===== config.mk =====
export PLATFORM = sky130hd
export DESIGN_NAME = sram_port_arbiter_flat
export DESIGN_NICKNAME = d
export VERILOG_FILES = /design/src/rtl/sram_port_arbiter_if.sv /design/src/rtl/sram_port_arbiter.sv /design/src/flat_wrapper.sv
export SDC_FILE = /design/constraint.sdc
export NUM_CORES = 1
export LEC_CHECK = 0
export ABC_CLOCK_PERIOD_IN_PS = 5300
export CAP_MARGIN = 20
export CORE_AREA = 2 2 121 123
export CTS_BUF_LIST = sky130_fd_sc_hd__clkbuf_8
export DETAILED_ROUTE_END_ITERATION = 8
export DIE_AREA = 0 0 123 125
export HOLD_SLACK_MARGIN = 0.06
export MAX_ROUTING_LAYER = met4
export SLEW_MARGIN = 5
export SYNTH_ARGS = -nofsm -noshare
export SYNTH_HDL_FRONTEND = slang
export SYNTH_SLANG_ARGS = --single-unit

===== constraint.sdc =====
create_clock -name clk -period 5.3 [get_ports clk]
set_input_delay 0.53 -clock clk [delete_from_list [all_inputs] [get_ports clk]]
set_output_delay 0.53 -clock clk [all_outputs]
set_load 0.02 [all_outputs]

===== src/rtl/sram_port_arbiter_if.sv =====
// +--------------------------------------------------------------------------+
// | sram_port_arbiter_if                                                     |
// | CPU-side request/grant/read-return bundle for the two SRAM masters.      |
// | Revision: 1.0                                                            |
// +--------------------------------------------------------------------------+
`default_nettype none

interface sram_port_arbiter_if;
  logic [1:0]  m_req;
  logic [1:0]  m_we;
  logic [13:0] m0_addr;
  logic [13:0] m1_addr;
  logic [31:0] m0_bweb;
  logic [31:0] m1_bweb;
  logic [31:0] m0_wdata;
  logic [31:0] m1_wdata;
  logic [1:0]  m_gnt;
  logic [1:0]  m_rvalid;
  logic [31:0] m_rdata;

  modport master (
    output m_req, m_we, m0_addr, m1_addr, m0_bweb, m1_bweb, m0_wdata, m1_wdata,
    input  m_gnt, m_rvalid, m_rdata
  );

  modport slave (
    input  m_req, m_we, m0_addr, m1_addr, m0_bweb, m1_bweb, m0_wdata, m1_wdata,
    output m_gnt, m_rvalid, m_rdata
  );
endinterface

`default_nettype wire


===== src/rtl/sram_port_arbiter.sv =====
// +--------------------------------------------------------------------------+
// | sram_port_arbiter                                                        |
// | Round-robin, burst-bounded arbiter sharing one SRAM between M0 and M1.   |
// | Revision: 1.0                                                            |
// +--------------------------------------------------------------------------+
`default_nettype none

module sram_port_arbiter #(
  parameter int MAX_BURST = 4
) (
  input  wire logic          clk,
  input  wire logic          rst,
  sram_port_arbiter_if.slave bus,
  output logic               sram_ceb,
  output logic               sram_web,
  output logic [31:0]        sram_bweb,
  output logic [13:0]        sram_a,
  output logic [31:0]        sram_di,
  input  wire logic [31:0]   sram_do
);

  localparam logic [1:0] S_IDLE = 2'd0;
  localparam logic [1:0] S_OWN0 = 2'd1;
  localparam logic [1:0] S_OWN1 = 2'd2;
  localparam logic [3:0] C_MAX  = 4'(MAX_BURST);

  logic [1:0] r_state;
  logic [3:0] r_burst_cnt;
  logic       r_last_gnt;
  logic       r_rd_pend;
  logic       r_rd_id;

  logic [1:0] w_state_nxt;
  logic [3:0] w_cnt_nxt;
  logic       w_last_nxt;
  logic       w_win_vld;
  logic       w_win;
  logic       w_same_owner;
  logic       w_win_we;
  logic       w_go;

  // Winner selection and next-state
  always_comb begin
    w_win_vld = 1'b0;
    w_win     = 1'b0;
    case (r_state)
      S_OWN0: begin
        if (bus.m_req[0] && (r_burst_cnt < C_MAX || !bus.m_req[1])) begin
          w_win_vld = 1'b1;
          w_win     = 1'b0;
        end else if (bus.m_req[1]) begin
          w_win_vld = 1'b1;
          w_win     = 1'b1;
        end
      end
      S_OWN1: begin
        if (bus.m_req[1] && (r_burst_cnt < C_MAX || !bus.m_req[0])) begin
          w_win_vld = 1'b1;
          w_win     = 1'b1;
        end else if (bus.m_req[0]) begin
          w_win_vld = 1'b1;
          w_win     = 1'b0;
        end
      end
      default: begin
        if (&bus.m_req) begin
          w_win_vld = 1'b1;
          w_win     = ~r_last_gnt;
        end else if (bus.m_req[0]) begin
          w_win_vld = 1'b1;
          w_win     = 1'b0;
        end else if (bus.m_req[1]) begin
          w_win_vld = 1'b1;
          w_win     = 1'b1;
        end
      end
    endcase

    w_same_owner = (r_state == S_OWN0 && !w_win) || (r_state == S_OWN1 && w_win);
    w_state_nxt  = S_IDLE;
    w_cnt_nxt    = 4'd0;
    w_last_nxt   = r_last_gnt;
    if (w_win_vld) begin
      w_state_nxt = w_win ? S_OWN1 : S_OWN0;
      w_last_nxt  = w_win;
      if (w_same_owner) begin
        w_cnt_nxt = (r_burst_cnt >= C_MAX) ? C_MAX : r_burst_cnt + 4'd1;
      end else begin
        w_cnt_nxt = 4'd1;
      end
    end
  end

  assign w_win_we = w_win ? bus.m_we[1] : bus.m_we[0];
  // Reset masks the grant so nothing is accepted on a reset edge
  assign w_go     = w_win_vld & ~rst;

  always_ff @(posedge clk) begin
    if (rst) begin
      r_state     <= S_IDLE;
      r_burst_cnt <= 4'd0;
      r_last_gnt  <= 1'b1;
      r_rd_pend   <= 1'b0;
      r_rd_id     <= 1'b0;
    end else begin
      r_state     <= w_state_nxt;
      r_burst_cnt <= w_cnt_nxt;
      r_last_gnt  <= w_last_nxt;
      r_rd_pend   <= w_win_vld & ~w_win_we;
      if (w_win_vld && !w_win_we) begin
        r_rd_id <= w_win;
      end
    end
  end

  always_comb begin
    bus.m_gnt    = 2'b00;
    bus.m_rvalid = 2'b00;
    sram_ceb     = 1'b1;
    sram_web     = 1'b1;
    sram_bweb    = '1;
    sram_a       = 14'd0;
    sram_di      = 32'd0;
    if (w_go) begin
      bus.m_gnt[w_win] = 1'b1;
      sram_ceb         = 1'b0;
      sram_web         = ~w_win_we;
      sram_a           = w_win ? bus.m1_addr  : bus.m0_addr;
      sram_di          = w_win ? bus.m1_wdata : bus.m0_wdata;
      if (w_win_we) begin
        sram_bweb = w_win ? bus.m1_bweb : bus.m0_bweb;
      end
    end
    if (r_rd_pend && !rst) begin
      bus.m_rvalid[r_rd_id] = 1'b1;
    end
  end

  assign bus.m_rdata = sram_do;

endmodule

`default_nettype wire


===== src/flat_wrapper.sv =====
// flat-port wrapper written by rule: the top's interface ports become plain ports
module sram_port_arbiter_flat 
#(
  parameter int MAX_BURST = 4
)
  (clk, rst, sram_ceb, sram_web, sram_bweb, sram_a, sram_di, sram_do, bus_m_req, bus_m_we, bus_m0_addr, bus_m1_addr, bus_m0_bweb, bus_m1_bweb, bus_m0_wdata, bus_m1_wdata, bus_m_gnt, bus_m_rvalid, bus_m_rdata);
  sram_port_arbiter_if bus_i ();
  input  wire logic clk;
  input  wire logic rst;
  output logic sram_ceb;
  output logic sram_web;
  output logic [31:0] sram_bweb;
  output logic [13:0] sram_a;
  output logic [31:0] sram_di;
  input  wire logic [31:0] sram_do;
  input wire logic [$bits(bus_i.m_req)-1:0] bus_m_req;
  input wire logic [$bits(bus_i.m_we)-1:0] bus_m_we;
  input wire logic [$bits(bus_i.m0_addr)-1:0] bus_m0_addr;
  input wire logic [$bits(bus_i.m1_addr)-1:0] bus_m1_addr;
  input wire logic [$bits(bus_i.m0_bweb)-1:0] bus_m0_bweb;
  input wire logic [$bits(bus_i.m1_bweb)-1:0] bus_m1_bweb;
  input wire logic [$bits(bus_i.m0_wdata)-1:0] bus_m0_wdata;
  input wire logic [$bits(bus_i.m1_wdata)-1:0] bus_m1_wdata;
  output wire logic [$bits(bus_i.m_gnt)-1:0] bus_m_gnt;
  output wire logic [$bits(bus_i.m_rvalid)-1:0] bus_m_rvalid;
  output wire logic [$bits(bus_i.m_rdata)-1:0] bus_m_rdata;
  assign bus_i.m_req = bus_m_req;
  assign bus_i.m_we = bus_m_we;
  assign bus_i.m0_addr = bus_m0_addr;
  assign bus_i.m1_addr = bus_m1_addr;
  assign bus_i.m0_bweb = bus_m0_bweb;
  assign bus_i.m1_bweb = bus_m1_bweb;
  assign bus_i.m0_wdata = bus_m0_wdata;
  assign bus_i.m1_wdata = bus_m1_wdata;
  assign bus_m_gnt = bus_i.m_gnt;
  assign bus_m_rvalid = bus_i.m_rvalid;
  assign bus_m_rdata = bus_i.m_rdata;
  sram_port_arbiter #(.MAX_BURST(MAX_BURST)) u_core (.clk(clk), .rst(rst), .bus(bus_i), .sram_ceb(sram_ceb), .sram_web(sram_web), .sram_bweb(sram_bweb), .sram_a(sram_a), .sram_di(sram_di), .sram_do(sram_do));
endmodule

==> metrics.txt <==
routed wire length=9.43 mm; dominant cell type by area after synthesis=a22o_1; Yosys top cell area share=21.9%; FF-to-FF Start=u_core.r_state[0]$_SDFF_PN0_; input/output buffers=245; leak pwr=0.00164 µW; Setup TNS Final=0 ns; Filler Cells Inserted=1519; starting density of the core=12.9%; Place WS=1.16 ns; placer's final routability congestion estimate=0.849; Die X=123 µm; Max Buffers Root-to-Sink=2; Hold Crit Class=flop to flop; Ys Warns=0; later-pin clock latency in the skew report=0.24 ns; initial antenna violation count=0; floorplan row count=44; Final setup viols=0; Total Die Area=15400 µm²; Area Growth Syn to Fin=134%; mapped cell area=1840 µm²; crit path time final=4.16 ns; largest net degree at the start of global routing=48; Layout Skew=0.00576 ns; CTS buffer count=3; worst-margin pin slew=0.672 ns; vias after detailed routing=2659; Post-Syn Nets=448; CTS tree=done; Seq cells post-synth=9; Synth Instances=251; Crit Path Class=input pin to primary output; top post-synthesis cells by area=a22o_1, mux2i_1, nor2_1; hpwl dp=7.68 mm; Fin. Hold Viols=0; outcome=completed; worst-case reg-to-reg path depth=7; Fmax achieved=240 MHz; RSZ-0062 raised after global routing=no; Sink Count=9; IO Count=310; required time worst endpoint=4.77 ns; GRT overflow=0; footprint of the multi-input gates=1300 µm²; slack of the critical path=1.14 ns; post-synth cell types=33; Worst Hold Slack=0.521 ns; min-delay src=u_core.r_rd_id$_SDFFE_PP0P_; pwr dens=153 nW/µm²; Crit Path Max Fanout=25; Peak VDD IR=80.6 µV; nets@finish=652; FF+latch area=180 µm²; Final ANT Viol Nets=0; Avg WL per Cell=14.8 µm; layout cells sized above 1=3.30%; CTS clk-pin slew, worst paths=0.04 ns; number of max-cap violations=0; core area=14200 µm²; Ant. Diodes=0; Slew Limit Fails=0; CP startpoint=bus_m_req[0]; max_slew headroom=55.1%; vias in the first global route=2574; DRC viols=0; CTS resizes=0; sequential-to-total area share from yosys stat=9.81%; CTS H-tree lvls=1; Worst R2R Setup Slack=3.05 ns; drt pass-1 iters=4; commonest non-fill, non-tap cell in the layout=clkdlybuf4s50_1; crit path DAT=3.63 ns; Worst Setup Start Kind=input pin; Hold Path Depth=2; Vias per Instance=4.17; hold buffer count at cts=0; period utilisation layout=78.6%; GRT Total Usage=11.2%; hold-critical path endpoint=u_core.r_rd_id$_SDFFE_PP0P_; postcts setup bufs=0; syn avg cell area=7.32 µm²; chip height=125 µm; most frequent cells in the layout=clkdlybuf4s50_1, nor2_1, a22o_1, mux2i_1, dfxtp_1; Starting DRT DRC Count=60; r2r endpoint=u_core.r_burst_cnt[1]$_SDFF_PP0_; CP Capture Type=primary output; first-pass GRT wire length=13.3 mm; Root Driver=clkbuf_8
## cell usage after synthesis
cell      instances
or3_1             1
dfxtp_1           9
a211o_1           1
mux2i_1          34
o21ai_0           2
o21ai_1           1
o211ai_1          2
and3b_1           1
nor3_1            3
or3b_4            1
or3b_1            1
nor2_1           69
clkbuf_1          7
a211oi_4          1
nand4_1           2
a22o_1           46
buf_4            34
nand3_1           3
ha_1              3
inv_1             3
a21oi_1           3
a21oi_2           1
buf_6             5
nor2_2            1
a311oi_1          1
mux2_1            1
o21ba_2           1
buf_2             5
conb_1            1
o211a_2           1
nor3b_1           1
and3_1            1
nand2_1           5
## worst max path at each step
| stage | end | cells after the start | slack, ns |
|---|---|---|---|
| 5_1_grt | sram_di[16] | 7 | 0.99 |
| 6_report | sram_di[3] | 7 | 1.14 |
| 3_5_place_dp | sram_di[3] | 7 | 1.16 |
| 4_1_cts | sram_di[3] | 7 | 1.14 |
| 2_1_floorplan | sram_bweb[10] | 7 | 2.65 |
| 3_3_place_gp | sram_di[28] | 7 | 1.24 |
## stage by stage
stage	instances	cell area, µm²	power (µW)	util, %
6_report	638	4300	658	30.3
5_1_grt	638	4300	695	30.3
4_1_cts	636	4240	660	29.9
3_5_place_dp	632	4200	576	29.5
3_3_place_gp	632	4200	573	29.5
2_1_floorplan	251	1840	351	-
## area by class of cell
cell class,instances,share of cell area (%)
clock inverters,1,0.0874
flip-flops and latches,9,4.19
inverters,3,0.262
clock buffers,3,0.961
multi-input cells,188,30.3
repair buffers,250,58.9
well taps,184,5.36
## registers in the layout (all words and copies together), names as in the netlist
| name | cells |
|---|---|
| u_core.r_burst_cnt | 4 |
| u_core.r_state | 2 |
| u_core.r_last_gnt | 1 |
| u_core.r_rd_id | 1 |
| u_core.r_rd_pend | 1 |
## kinds of logic (layout without fill, tap and decap cells)
logic type	count (synthesis)	after routing	synth area share [%]
adder cells (fa/ha/maj)	3	3	2.04
multiplexers	35	35	19.1
flip-flops	9	9	9.81
other	1	1	0.204
AO/OA/AOI/OAI	60	60	28.0
buffers and inverters	54	257	20.4
AND/OR/NAND/NOR	89	89	20.4
## report_power, final
part / switching [µW] / total (µW) / internal [µW]
Sequential: 3.88 / 77.8 / 73.9
Combinational: 221 / 501 / 279
Clock: 29.1 / 79.7 / 50.6
## critical path, stage by stage
cell and delay (ns):
clkdlybuf4s50_1 0.54, or3b_4 0.43, a211o_1 0.37, a21oi_4 0.57
buf_4 0.39, a22o_1 0.18, clkdlybuf4s50_1 0.61
## routing by layer
metal | part of all wire, % | global-route usage (%) | vias up
met5 | 0 | - | -
li1 | - | - | 1269
met4 | 0.99 | 1.74 | 0
met1 | 36 | 11.3 | 1193
met3 | 12 | 3.15 | 10
met2 | 51 | 21.3 | 187
Power figures use the tool's default switching activity.
